<file path="config.mk">
export PLATFORM = sky130hd
export DESIGN_NAME = bilinear_scan_ctrl
export DESIGN_NICKNAME = d
export VERILOG_FILES = /design/src/rtl/bilinear_scan_ctrl.sv
export SDC_FILE = /design/constraint.sdc
export NUM_CORES = 1
export LEC_CHECK = 0
export CORE_UTILIZATION = 45
export DETAILED_ROUTE_END_ITERATION = 8
export GPL_TIMING_DRIVEN = 0
export PLACE_DENSITY = 0.67
export SLEW_MARGIN = 20
export SYNTH_ARGS = -nofsm -noshare
export SYNTH_HDL_FRONTEND = slang
export SYNTH_SLANG_ARGS = --single-unit
</file>
<file path="constraint.sdc">
create_clock -name clk_i -period 10.35 [get_ports clk_i]
set_input_delay 2.07 -clock clk_i [delete_from_list [all_inputs] [get_ports clk_i]]
set_output_delay 2.07 -clock clk_i [all_outputs]
set_load 0.01 [all_outputs]
</file>
<file path="src/rtl/bilinear_scan_ctrl.sv">
// Control stage of the bilinear gray scaler: serial scale-factor division, then a destination raster scan.
// Define BILINEAR_SCALE_ROUND_EN to round the scale factors to nearest instead of truncating.
module bilinear_scan_ctrl #(
  parameter int INDEX_WIDTH = 11,
  parameter int INT_WIDTH   = 8,
  parameter int FIX_WIDTH   = 12
) (
  input  logic                           clk_i,
  input  logic                           rst_i,
  input  logic                           start_i,
  input  logic [15:0]                    dest_width_i,
  input  logic [15:0]                    dest_height_i,
  input  logic [15:0]                    src_width_i,
  input  logic [15:0]                    src_height_i,
  input  logic                           ready_i,
  output logic                           busy_o,
  output logic                           cfg_err_o,
  output logic [INT_WIDTH+FIX_WIDTH-1:0] scale_factorx_o,
  output logic [INT_WIDTH+FIX_WIDTH-1:0] scale_factory_o,
  output logic [INDEX_WIDTH-1:0]         destx_o,
  output logic [INDEX_WIDTH-1:0]         desty_o,
  output logic                           coord_valid_o,
  output logic                           line_end_o,
  output logic                           frame_end_o,
  output logic                           done_o
);

  localparam int SF_W  = INT_WIDTH + FIX_WIDTH;
  localparam int NUM_W = 29;
  localparam logic [4:0]             LAST_STEP = 5'd28;
  localparam logic [16:0]            MAX_DIM   = 17'(1) << INDEX_WIDTH;
  localparam logic [INDEX_WIDTH-1:0] ONE_IDX   = 1;

  typedef enum logic [2:0] {IDLE, DIV_X, DIV_Y, SCAN, DONE} state_t;

  state_t                 state_q, state_d;
  logic [15:0]            dest_w_q, dest_w_d;
  logic [15:0]            dest_h_q, dest_h_d;
  logic [15:0]            src_h_q, src_h_d;
  logic [15:0]            rem_q, rem_d;
  logic [NUM_W-1:0]       quo_q, quo_d;
  logic [4:0]             cnt_q, cnt_d;
  logic [SF_W-1:0]        sfx_q, sfx_d;
  logic [SF_W-1:0]        sfy_q, sfy_d;
  logic [INDEX_WIDTH-1:0] destx_q, destx_d;
  logic [INDEX_WIDTH-1:0] desty_q, desty_d;
  logic                   busy_q, busy_d;
  logic                   cfg_err_q, cfg_err_d;
  logic                   valid_q, valid_d;
  logic                   line_end_q, line_end_d;
  logic                   frame_end_q, frame_end_d;
  logic                   done_q, done_d;

  logic [NUM_W-1:0]       num_x, num_y;
  logic                   geom_bad;
  logic [16:0]            rem_sh;
  logic [15:0]            divisor;
  logic                   div_ge;
  logic [15:0]            rem_step;
  logic [NUM_W-1:0]       quo_step;
  logic [SF_W-1:0]        quo_sat;
  logic [INDEX_WIDTH-1:0] x_next, y_next;
  logic                   next_line_end;

`ifdef BILINEAR_SCALE_ROUND_EN
  assign num_x = (NUM_W'(src_width_i) << FIX_WIDTH) + NUM_W'(dest_width_i[15:1]);
  assign num_y = (NUM_W'(src_h_q) << FIX_WIDTH) + NUM_W'(dest_h_q[15:1]);
`else
  assign num_x = NUM_W'(src_width_i) << FIX_WIDTH;
  assign num_y = NUM_W'(src_h_q) << FIX_WIDTH;
`endif

  assign geom_bad = (dest_width_i == 16'd0) || (dest_height_i == 16'd0) ||
                    (src_width_i == 16'd0) || (src_height_i == 16'd0) ||
                    ({1'b0, dest_width_i} > MAX_DIM) || ({1'b0, dest_height_i} > MAX_DIM);

  always_comb begin
    state_d     = state_q;
    dest_w_d    = dest_w_q;
    dest_h_d    = dest_h_q;
    src_h_d     = src_h_q;
    rem_d       = rem_q;
    quo_d       = quo_q;
    cnt_d       = cnt_q;
    sfx_d       = sfx_q;
    sfy_d       = sfy_q;
    destx_d     = destx_q;
    desty_d     = desty_q;
    busy_d      = busy_q;
    cfg_err_d   = cfg_err_q;
    valid_d     = valid_q;
    line_end_d  = line_end_q;
    frame_end_d = frame_end_q;
    done_d      = done_q;

    // One restoring step: shift the next numerator bit into the remainder, subtract if it fits.
    rem_sh        = {rem_q, quo_q[NUM_W-1]};
    divisor       = (state_q == DIV_Y) ? dest_h_q : dest_w_q;
    div_ge        = rem_sh >= {1'b0, divisor};
    rem_step      = div_ge ? 16'(rem_sh - {1'b0, divisor}) : rem_sh[15:0];
    quo_step      = {quo_q[NUM_W-2:0], div_ge};
    quo_sat       = (quo_step[NUM_W-1:SF_W] != '0) ? '1 : quo_step[SF_W-1:0];
    x_next        = destx_q + ONE_IDX;
    y_next        = desty_q + ONE_IDX;
    next_line_end = 1'b0;

    case (state_q)
      IDLE: begin
        if (start_i) begin
          dest_w_d  = dest_width_i;
          dest_h_d  = dest_height_i;
          src_h_d   = src_height_i;
          cfg_err_d = 1'b0;
          destx_d   = '0;
          desty_d   = '0;
          busy_d    = 1'b1;
          if (geom_bad) begin
            cfg_err_d = 1'b1;
            done_d    = 1'b0;
            state_d   = DONE;
          end else begin
            rem_d   = '0;
            quo_d   = num_x;
            cnt_d   = '0;
            state_d = DIV_X;
          end
        end
      end
      DIV_X: begin
        rem_d = rem_step;
        quo_d = quo_step;
        cnt_d = cnt_q + 5'd1;
        if (cnt_q == LAST_STEP) begin
          sfx_d   = quo_sat;
          rem_d   = '0;
          quo_d   = num_y;
          cnt_d   = '0;
          state_d = DIV_Y;
        end
      end
      DIV_Y: begin
        rem_d = rem_step;
        quo_d = quo_step;
        cnt_d = cnt_q + 5'd1;
        if (cnt_q == LAST_STEP) begin
          sfy_d       = quo_sat;
          valid_d     = 1'b1;
          destx_d     = '0;
          desty_d     = '0;
          line_end_d  = (dest_w_q == 16'd1);
          frame_end_d = (dest_w_q == 16'd1) && (dest_h_q == 16'd1);
          state_d     = SCAN;
        end
      end
      SCAN: begin
        // Line/frame end flags are precomputed for the coordinate being presented next.
        if (ready_i) begin
          if (frame_end_q) begin
            valid_d     = 1'b0;
            line_end_d  = 1'b0;
            frame_end_d = 1'b0;
            done_d      = 1'b1;
            state_d     = DONE;
          end else if (line_end_q) begin
            next_line_end = (dest_w_q == 16'd1);
            destx_d       = '0;
            desty_d       = y_next;
            line_end_d    = next_line_end;
            frame_end_d   = next_line_end && (16'(y_next) == dest_h_q - 16'd1);
          end else begin
            next_line_end = (16'(x_next) == dest_w_q - 16'd1);
            destx_d       = x_next;
            line_end_d    = next_line_end;
            frame_end_d   = next_line_end && (16'(desty_q) == dest_h_q - 16'd1);
          end
        end
      end
      DONE: begin
        // The error path enters with done low and spends one extra cycle here.
        if (done_q) begin
          done_d  = 1'b0;
          busy_d  = 1'b0;
          state_d = IDLE;
        end else begin
          done_d = 1'b1;
        end
      end
      default: state_d = IDLE;
    endcase
  end

  always_ff @(posedge clk_i or negedge rst_i) begin
    if (!rst_i) begin
      state_q     <= IDLE;
      dest_w_q    <= '0;
      dest_h_q    <= '0;
      src_h_q     <= '0;
      rem_q       <= '0;
      quo_q       <= '0;
      cnt_q       <= '0;
      sfx_q       <= '0;
      sfy_q       <= '0;
      destx_q     <= '0;
      desty_q     <= '0;
      busy_q      <= 1'b0;
      cfg_err_q   <= 1'b0;
      valid_q     <= 1'b0;
      line_end_q  <= 1'b0;
      frame_end_q <= 1'b0;
      done_q      <= 1'b0;
    end else begin
      state_q     <= state_d;
      dest_w_q    <= dest_w_d;
      dest_h_q    <= dest_h_d;
      src_h_q     <= src_h_d;
      rem_q       <= rem_d;
      quo_q       <= quo_d;
      cnt_q       <= cnt_d;
      sfx_q       <= sfx_d;
      sfy_q       <= sfy_d;
      destx_q     <= destx_d;
      desty_q     <= desty_d;
      busy_q      <= busy_d;
      cfg_err_q   <= cfg_err_d;
      valid_q     <= valid_d;
      line_end_q  <= line_end_d;
      frame_end_q <= frame_end_d;
      done_q      <= done_d;
    end
  end

  assign busy_o          = busy_q;
  assign cfg_err_o       = cfg_err_q;
  assign scale_factorx_o = sfx_q;
  assign scale_factory_o = sfy_q;
  assign destx_o         = destx_q;
  assign desty_o         = desty_q;
  assign coord_valid_o   = valid_q;
  assign line_end_o      = line_end_q;
  assign frame_end_o     = frame_end_q;
  assign done_o          = done_q;

endmodule

</file>
# Yosys cells after proc, flatten, opt, wreduce, memory -nomap -nowiden
# Index checks and enable logic that the tools add are counted.
# op_classes
add_sub_neg,6
mul,0
n_div,0
n_lt_le_gt_ge,3
eq_ne,20
shifts,0
n_mux,57
bitwise,0
reduce_logical,30
# ops
op,count
$mux 11,8
$mux 29,3
$pmux 29 s3,1
$mux 16,5
$pmux 11 s3,2
$logic_not 16->1,4
$eq 11x16->1,3
$pmux 16 s3,1
$eq 16x1->1 const B,2
$gt 16x12->1 const B,2
$sub 16x1->16 const B,2
$add 11x1->11 const B,2
$mux 3,7
$mux 20,1
$mux 1,19
$ne 2x2->1 const B,9
$ge 17x16->1,1
$sub 16x16->16,1
$mux 5,3
$pmux 3 s5,1
$pmux 5 s3,1
$reduce_and 6->1,2
$reduce_and 5->1,2
$reduce_and 3->1,3
other kinds (16),31
# totals
register_bits,169
latch_bits,0
ram_bits,0
mem_bits_ro,0
in_bits,68
output_inout_bits,68
elab_cells,133
n_memories,0

# Depth between registers and ports, before layout
# Gate-level depths: netlist of run 1.
# logic_depth
word_depth,9
ltp_mapped,16
depth_no_buf,14

# Worst setup path before layout of run 1
# OpenSTA, ideal clock, no wires.
# synth_timing
path_kind,input to register
from,in dest_width_i[2]
to,reg quo_q[10]
setup_time_ns,0.121
arrival_time_ns,3.855
t_required_ns,10.229
setup_slack_ns,6.374
path_stages,9
path_buffers,2
path_cell_list,nor4_1 nand3_1 xnor2_1 nor3_1 a21oi_1 a211o_1 clkbuf_1 buf_1 a22o_1
# synth_via
elab_chain_cells,8
# synth_lines
element,line_no,rtl
start: declaration,11,"input logic [15:0] dest_width_i,"
branches (longest 4 deep; another with $gt 16x12->1),n/a,
$logic_or 1x1->1 (*),74,(src_width_i == 16'd0) || (src_height_i == 16'd0) ||
$logic_or 1x1->1 (*),75,"({1'b0, dest_width_i} > MAX_DIM) || ({1'b0, dest_height_i} > MAX_DIM);"
$ne 2x2->1 (no line) (*),n/a,
$reduce_and 3->1 (no line) (*),n/a,
end signal: assignment,217,quo_q <= quo_d;
end: declaration,41,"logic [NUM_W-1:0] quo_q, quo_d;"
# Every way passes the cells marked *.
# A chain may end at the register's enable or synchronous reset.

# Final worst setup path of run 1
# layout_timing
from,reg state_q[2]
to,reg rem_q[6]
# layout_via
elab_chain_cells,6
# layout_lines
element,line_no,rtl
start: declaration,36,"state_t state_q, state_d;"
start signal: assignment,212,state_q <= state_d;
$eq 3x2->1,"98, 107",
$mux 16,98,divisor = (state_q == DIV_Y) ? dest_h_q : dest_w_q;
$sub 16x16->16 / $ge 17x16->1 (equally long branches),"100, 99",
$mux 16,100,"rem_step = div_ge ? 16'(rem_sh - {1'b0, divisor}) : rem_sh[15:0];"
$mux 16,133,if (cnt_q == LAST_STEP) begin
$pmux 16 s3,107,case (state_q)
end signal: assignment,216,rem_q <= rem_d;
end: declaration,40,"logic [15:0] rem_q, rem_d;"
# Parallel ways exist; a longest one is shown, timed or not.

==> results of run 1 <==
path summary, 6_finish.rpt:
| kind | startpoint | end | slack (ns) | cells past startpoint |
|---|---|---|---|---|
| max | state_q[2] | rem_q[6] | 5.40 | 14 |
| min | coord_valid_o | coord_valid_o | 0.50 | 1 |
| max reg2reg | state_q[2] | rem_q[6] | 5.40 | 14 |
| min reg2reg | coord_valid_o | coord_valid_o | 0.50 | 1 |
| max in group asynchronous | rst_i | quo_q[3] | 8.16 | 2 |
| min in group asynchronous | rst_i | destx_o[10] | 1.51 | 1 |
sequential cells by signal, summed over array words and instances, names as in the netlist, 3 cells and up:
signal           count
rem_q               16
dest_w_q            16
scale_factory_o     20
scale_factorx_o     20
src_h_q             16
destx_o             11
cnt_q                5
quo_q               29
state_q              3
dest_h_q            16
desty_o             11
layer usage:
metal / up-vias / track usage (%)
met5: - / 0
met4: 0 / 6.316
met3: 31 / 3.887
met2: 231 / 39.86
met1: 3880 / 34.77
li1: 3790 / -
critical path: cells and delay by family (launching register included):
family | cells | cell delay, ns
buf+inv | 4 | 1.47
flops | 1 | 0.36
mux | 1 | 0.33
compound gates | 5 | 0.95
fa+ha+maj | 1 | 0.32
simple gates | 3 | 1.44
power by group through the flow:
stage                     registers [mW]  clock network (mW)  logic [mW]
final                               1.07               0.680        1.15
after global routing                1.09               0.714        1.28
after CTS                           1.06               0.687        1.14
after detailed placement            1.07                   0        1.13
after global placement              1.07                   0        1.12
after floorplan                    0.999                   0       0.884
Yosys cell counts, types with 7 or more instances:
library cell | number | area share (%)
a21o_1 | 7 | 0.57
a21oi_1 | 61 | 3.3
a222oi_1 | 16 | 1.7
a22o_1 | 18 | 1.7
a22oi_1 | 11 | 0.89
and3_1 | 7 | 0.47
clkbuf_1 | 45 | 1.8
dfrtp_1 | 169 | 46
ha_1 | 24 | 3.2
inv_1 | 16 | 0.65
mux2_2 | 43 | 5.2
mux2i_1 | 17 | 1.8
nand2_1 | 65 | 2.6
nand2b_1 | 9 | 0.61
nand3_1 | 25 | 1.4
nand4_1 | 14 | 0.95
nor2_1 | 105 | 4.3
nor2b_1 | 7 | 0.47
nor3_1 | 25 | 1.4
nor4_1 | 28 | 1.9
o21ai_0 | 83 | 4.5
o31ai_1 | 8 | 0.65
xnor2_1 | 46 | 4.4
xor2_1 | 23 | 2.2
kinds of logic (layout without fill, tap and decap cells):
family                   Yosys count  after routing  synth area share [%]
AO/OA/AOI/OAI                    242            242                 16.95
XOR/XNOR                          70             70                 6.784
buffers and inverters             67            236                 2.932
adder cells (fa/ha/maj)           25             25                 3.459
flip-flops                       169            169                 45.68
AND/OR/NAND/NOR                  318            318                 17.14
multiplexers                      60             60                 7.067
through the flow:
step / worst slack (ns) / util [%] / hold WS [ns]
detailed placement: 5.037 / 54.40 / 0.4824
floorplan: 6.374 / - / 0.4663
global route: 5.012 / 57.52 / 0.5117
global placement: 0.1278 / 54.11 / 0.4755
finish: 5.400 / 57.52 / 0.4995
CTS: 5.472 / 57.51 / 0.5028
final cells by class:
type / count / area share, %
multi-input cells: 715 / 40.91
flip-flops and latches: 169 / 36.34
repair buffers: 137 / 12.13
clock buffers: 18 / 3.773
well taps: 270 / 2.903
plain buffers: 51 / 1.817
clock inverters: 14 / 1.623
inverters: 16 / 0.5160
==> results.cfg, run 1 <==
[outcome]
status = completed

[timing]
final_max_slew_viol_count = 0
finalSetupViolCount = 0
skew_ns = 0.01592
finalCriticalPeriod_ns = 4.950
hold_viol = 0
grt_setup_unrepaired = false
tightest_slew_ns = 0.9960
fin_crit_sh_pct = 47.83
relSlewSlack_pct = 33.09
max_freq_mhz = 202.0
fin_tns_setup_ns = 0

[final_layout]
seq_area_um2 = 4229
multi_input_area_um2 = 4761
antenna_cells = 0
nFillCells = 1754
final_area_um2 = 11640
syn2layout_area_growth_pct = 25.70
mostFrequentLayoutCells = dfrtp_1, clkdlybuf4s50_1, nor2_1
layout_commonest_cell = dfrtp_1
layout.cells.non_filler = 1390
drive_above_1_share_pct = 8.929
layout.nets = 1200

[grt]
grt_pass1_vias = 7596
grt_pass1_wl_um = 41390
overflow = 0
antenna_found_initial = 0
grt_max_degree = 73
grt_use_total_pct = 24.71

[clocking]
cts_hold_buffers = 0
clockBufferDepth = 2
cts-root-buf = clkbuf_16
htreeDepth = 4
post_cts_resized = 0
cts_buffers = 17
clk_latency_ns = 0.44
cts_tree = done
postCtsSetupBuffers = 0
cts_sinks = 169
path_clk_slew_ns = 0.07

[route]
first_iter_violations = 579
drc = 0
wire_per_inst_um = 18.22
drt_pre_antenna_iters = 6
via_count = 7932
top_layer_used = met4
vias_per_cell = 5.706
wl_met1_um = 11660
met2_wirelength_um = 12160
finalWirelength_um = 25320
drtAntennaViolNets = 0
wl_met3_um = 1105

[setup_path]
slowest_stage = nor2_1
critPathMostFrequentCell = clkbuf_1
path_class = register to register
max_stage_delay_ns = 0.73
worstPathRequired_ns = 10.71
critPathLaunchType = register
path_cells = clkbuf_1 > clkbuf_1 > nor2_1 > clkbuf_1 > mux2i_1 > ha_1 > o21a_1 > o21ai_0 > a2111oi_1 > nor3_1 > and2_0 > clkbuf_1 > a22oi_1 > o21ai_0
critPathMaxFanout = 10
worst_setup_path_end_kind = register
arrival_ns = 5.31

[synth]
syn_inst = 951
synth_ff_type = dfrtp_1
seq_area_frac_synth_pct = 45.68
synth_fp_nets = 1044
synth_enable_flop_cells = 0
ys_seq_elements = 169
async_reset_ff_share_pct = 100.0
synth_area_per_cell_um2 = 9.736
ys_types = 70
ys_warn_count = 0
syn_area_um2 = 9259

[power_and_ir_drop]
p_per_area_nw_per_um2 = 248.7
pwr-share-comb_pct = 39.6
p_switching_mw = 1.139
p_total_mw = 2.895
swShare_pct = 39.34
cellLeakagePower_nw = 4.807
seq_power_share_pct = 36.9
internal-power_mw = 1.756
clkPwrFrac_pct = 23.5
ir_worst_vdd_mv = 0.1260

[placed_design]
placed_area_um2 = 11010
portBuffers = 135
dp_hpwl_um = 18680
routabilityCongestion = 0.8969
place_inst = 1358

[run]
maxCapViolations = 0

[floorplanning]
coreArea_um2 = 20230
dieWidth_um = 145.4
row_count = 52
initial_core_util_pct = 45.76
die_area_um2 = 21150
ios = 136
die_height_um = 145.4

[worst_hold_path]
hold_class = register to register
No activity file was read; power rests on OpenSTA's default activity.
==> inputs of run 2 (changes only) <==
- clock period: 10.35 -> 4.75 ns (I/O delays scaled with it)
==> run 2 against run 1 <==
  * Count of clock-buffer cells in the layout unchanged
  * Worst setup slack got worse by 5.0 ns
  * Non-clock buffer count unchanged
  * Cell count unchanged
  * Critical path type unchanged
  * Critical endpoint is now rem_q[5]
==> results.cfg, run 2 (synthesis results as in run 1) <==
[power_and_ir_drop]
cellLeakagePower_nw = 4.813
ir_worst_vdd_mv = 0.2853
p_total_mw = 6.308
p_per_area_nw_per_um2 = 541.5

[setup_path]
path_class = register to register
worst_setup_path_end_kind = register
path_cells = clkbuf_1 > nand2b_1 > nor2_4 > clkbuf_2 > mux2i_1 > ha_1 > o21a_1 > o21ai_0 > a2111oi_1 > nor3_1 > and2_0 > clkbuf_1 > a22oi_1 > o21ai_0
critPathLaunchType = register
max_stage_delay_ns = 0.43
crit_cells = 14
arrival_ns = 4.69
worstReg2RegStart = state_q[0]
worstPathRequired_ns = 5.11
crit_family = simple AND/OR/NAND/NOR gates
crit_buf_inv = 3
r2r_end = rem_q[5]
critPathMaxFanout = 10
slowest_stage = clkbuf_1
r2r_cells = 14
rrSetupSlack_ns = 0.41

[run]
maxCapViolations = 0

[placed_design]
place_ws_ns = -0.05833
dp_hpwl_um = 18680
routabilityCongestion = 0.8969
portBuffers = 135

[route]
via_count = 7922
wire_per_inst_um = 18.21
drc = 0
drtAntennaViolNets = 0
drt_pre_antenna_iters = 5
finalWirelength_um = 25310
vias_per_cell = 5.699
first_iter_violations = 574

[final_layout]
layout.nets = 1200
drive_above_1_share_pct = 9.196
layout_commonest_cell = dfrtp_1
finish.utilization_pct = 57.57
antenna_cells = 0
syn2layout_area_growth_pct = 25.81
nFillCells = 1753
largest_register_ffs = 29
multi_input_area_um2 = 4768
mostFrequentLayoutCells = dfrtp_1, clkdlybuf4s50_1, nor2_1
seq_area_um2 = 4229
top_register = quo_q

[clocking]
cts_tree = done
cts_hold_buffers = 0
clk_latency_ns = 0.44
cts_buffers = 17
cts_sinks = 169
cts-root-buf = clkbuf_16
path_clk_slew_ns = 0.07
clockBufferDepth = 2
postCtsSetupBuffers = 0
htreeDepth = 4

[floorplanning]
row_count = 52
ios = 136
coreArea_um2 = 20230
dieWidth_um = 145.4
initial_core_util_pct = 45.76
die_area_um2 = 21150
die_height_um = 145.4

[grt]
grt_use_total_pct = 24.71
grt_pass1_wl_um = 41390
overflow = 0
antenna_found_initial = 0
grt_pass1_vias = 7596
grt_max_degree = 73

[timing]
hold_viol = 0
skew_ns = 0.01429
grt_setup_unrepaired = false
tightest_slew_ns = 1.012
fin_tns_setup_ns = 0
final_max_slew_viol_count = 0
max_freq_mhz = 230.5
fin_crit_sh_pct = 91.32
relSlewSlack_pct = 31.99
finalSetupViolCount = 0
finalCriticalPeriod_ns = 4.338
holdWs_ns = 0.3954
setup_slack_ns = 0.4123

[worst_hold_path]
hold_class = primary input to async pin

[outcome]
status = completed
-- run 2: cell counts in the layout (fill, tap and decap cells not counted) --
No cell type changed its count.
-- run 2: final cells by class --
| class | instances | area share, % |
|---|---|---|
| clock inverter | 14 | 1.622 |
| tap | 270 | 2.900 |
| multi-input combinational | 715 | 40.93 |
| buffer | 51 | 1.837 |
| inverter | 16 | 0.5156 |
| timing repair buffer | 137 | 12.12 |
| clock buffer | 18 | 3.770 |
| sequential | 169 | 36.30 |
-- run 2: repair_timing --
| item | 4_1_cts | 5_1_grt |
|---|---|---|
| endpoints found under the hold margin | 0 | 0 |
| cloned | 0 | 0 |
| endpoints found under the setup margin | 10 | 12 |
| gates resized for setup | 1 | 5 |
-- run 2: worst max path at each step --
stage | start | endpoint | slack, ns
floorplan | state_q[0] | rem_q[14] | 0.81
finish | state_q[0] | rem_q[5] | 0.41
global route | state_q[0] | rem_q[5] | 0.03
CTS | state_q[2] | rem_q[10] | 0.09
global placement | rst_i | scale_factorx_o[16] | -4.35
detailed placement | state_q[2] | rem_q[7] | -0.06
-- run 2: where the power goes --
group | internal [mW] | switching [mW] | leakage [nW]
combinational | 1.19 | 1.31 | 2.32
clock | 0.782 | 0.699 | 0.308
sequential | 1.85 | 0.472 | 2.19
-- run 2: per-stage QoR --
stage	cells	area, um2
CTS	1390	11640
detailed placement	1358	11010
floorplan	951	9259
finish	1390	11650
global placement	1356	10950
global route	1390	11650
-- run 2: per-layer routing --
metal / share of wire [%] / track usage [%] / vias to the layer above
met4: 1.5 / 6.316 / 0
met3: 4.0 / 3.887 / 25
met5: 0 / 0 / -
met2: 48 / 39.86 / 233
met1: 47 / 34.77 / 3866
li1: - / - / 3798
==> inputs of run 3 (changes only) <==
- CTS_BUF_LIST: unset -> sky130_fd_sc_hd__clkbuf_4 sky130_fd_sc_hd__clkbuf_8 sky130_fd_sc_hd__clkbuf_16
==> results of run 3 <==
Final layout, timing and power as in run 2 (identical DEF).
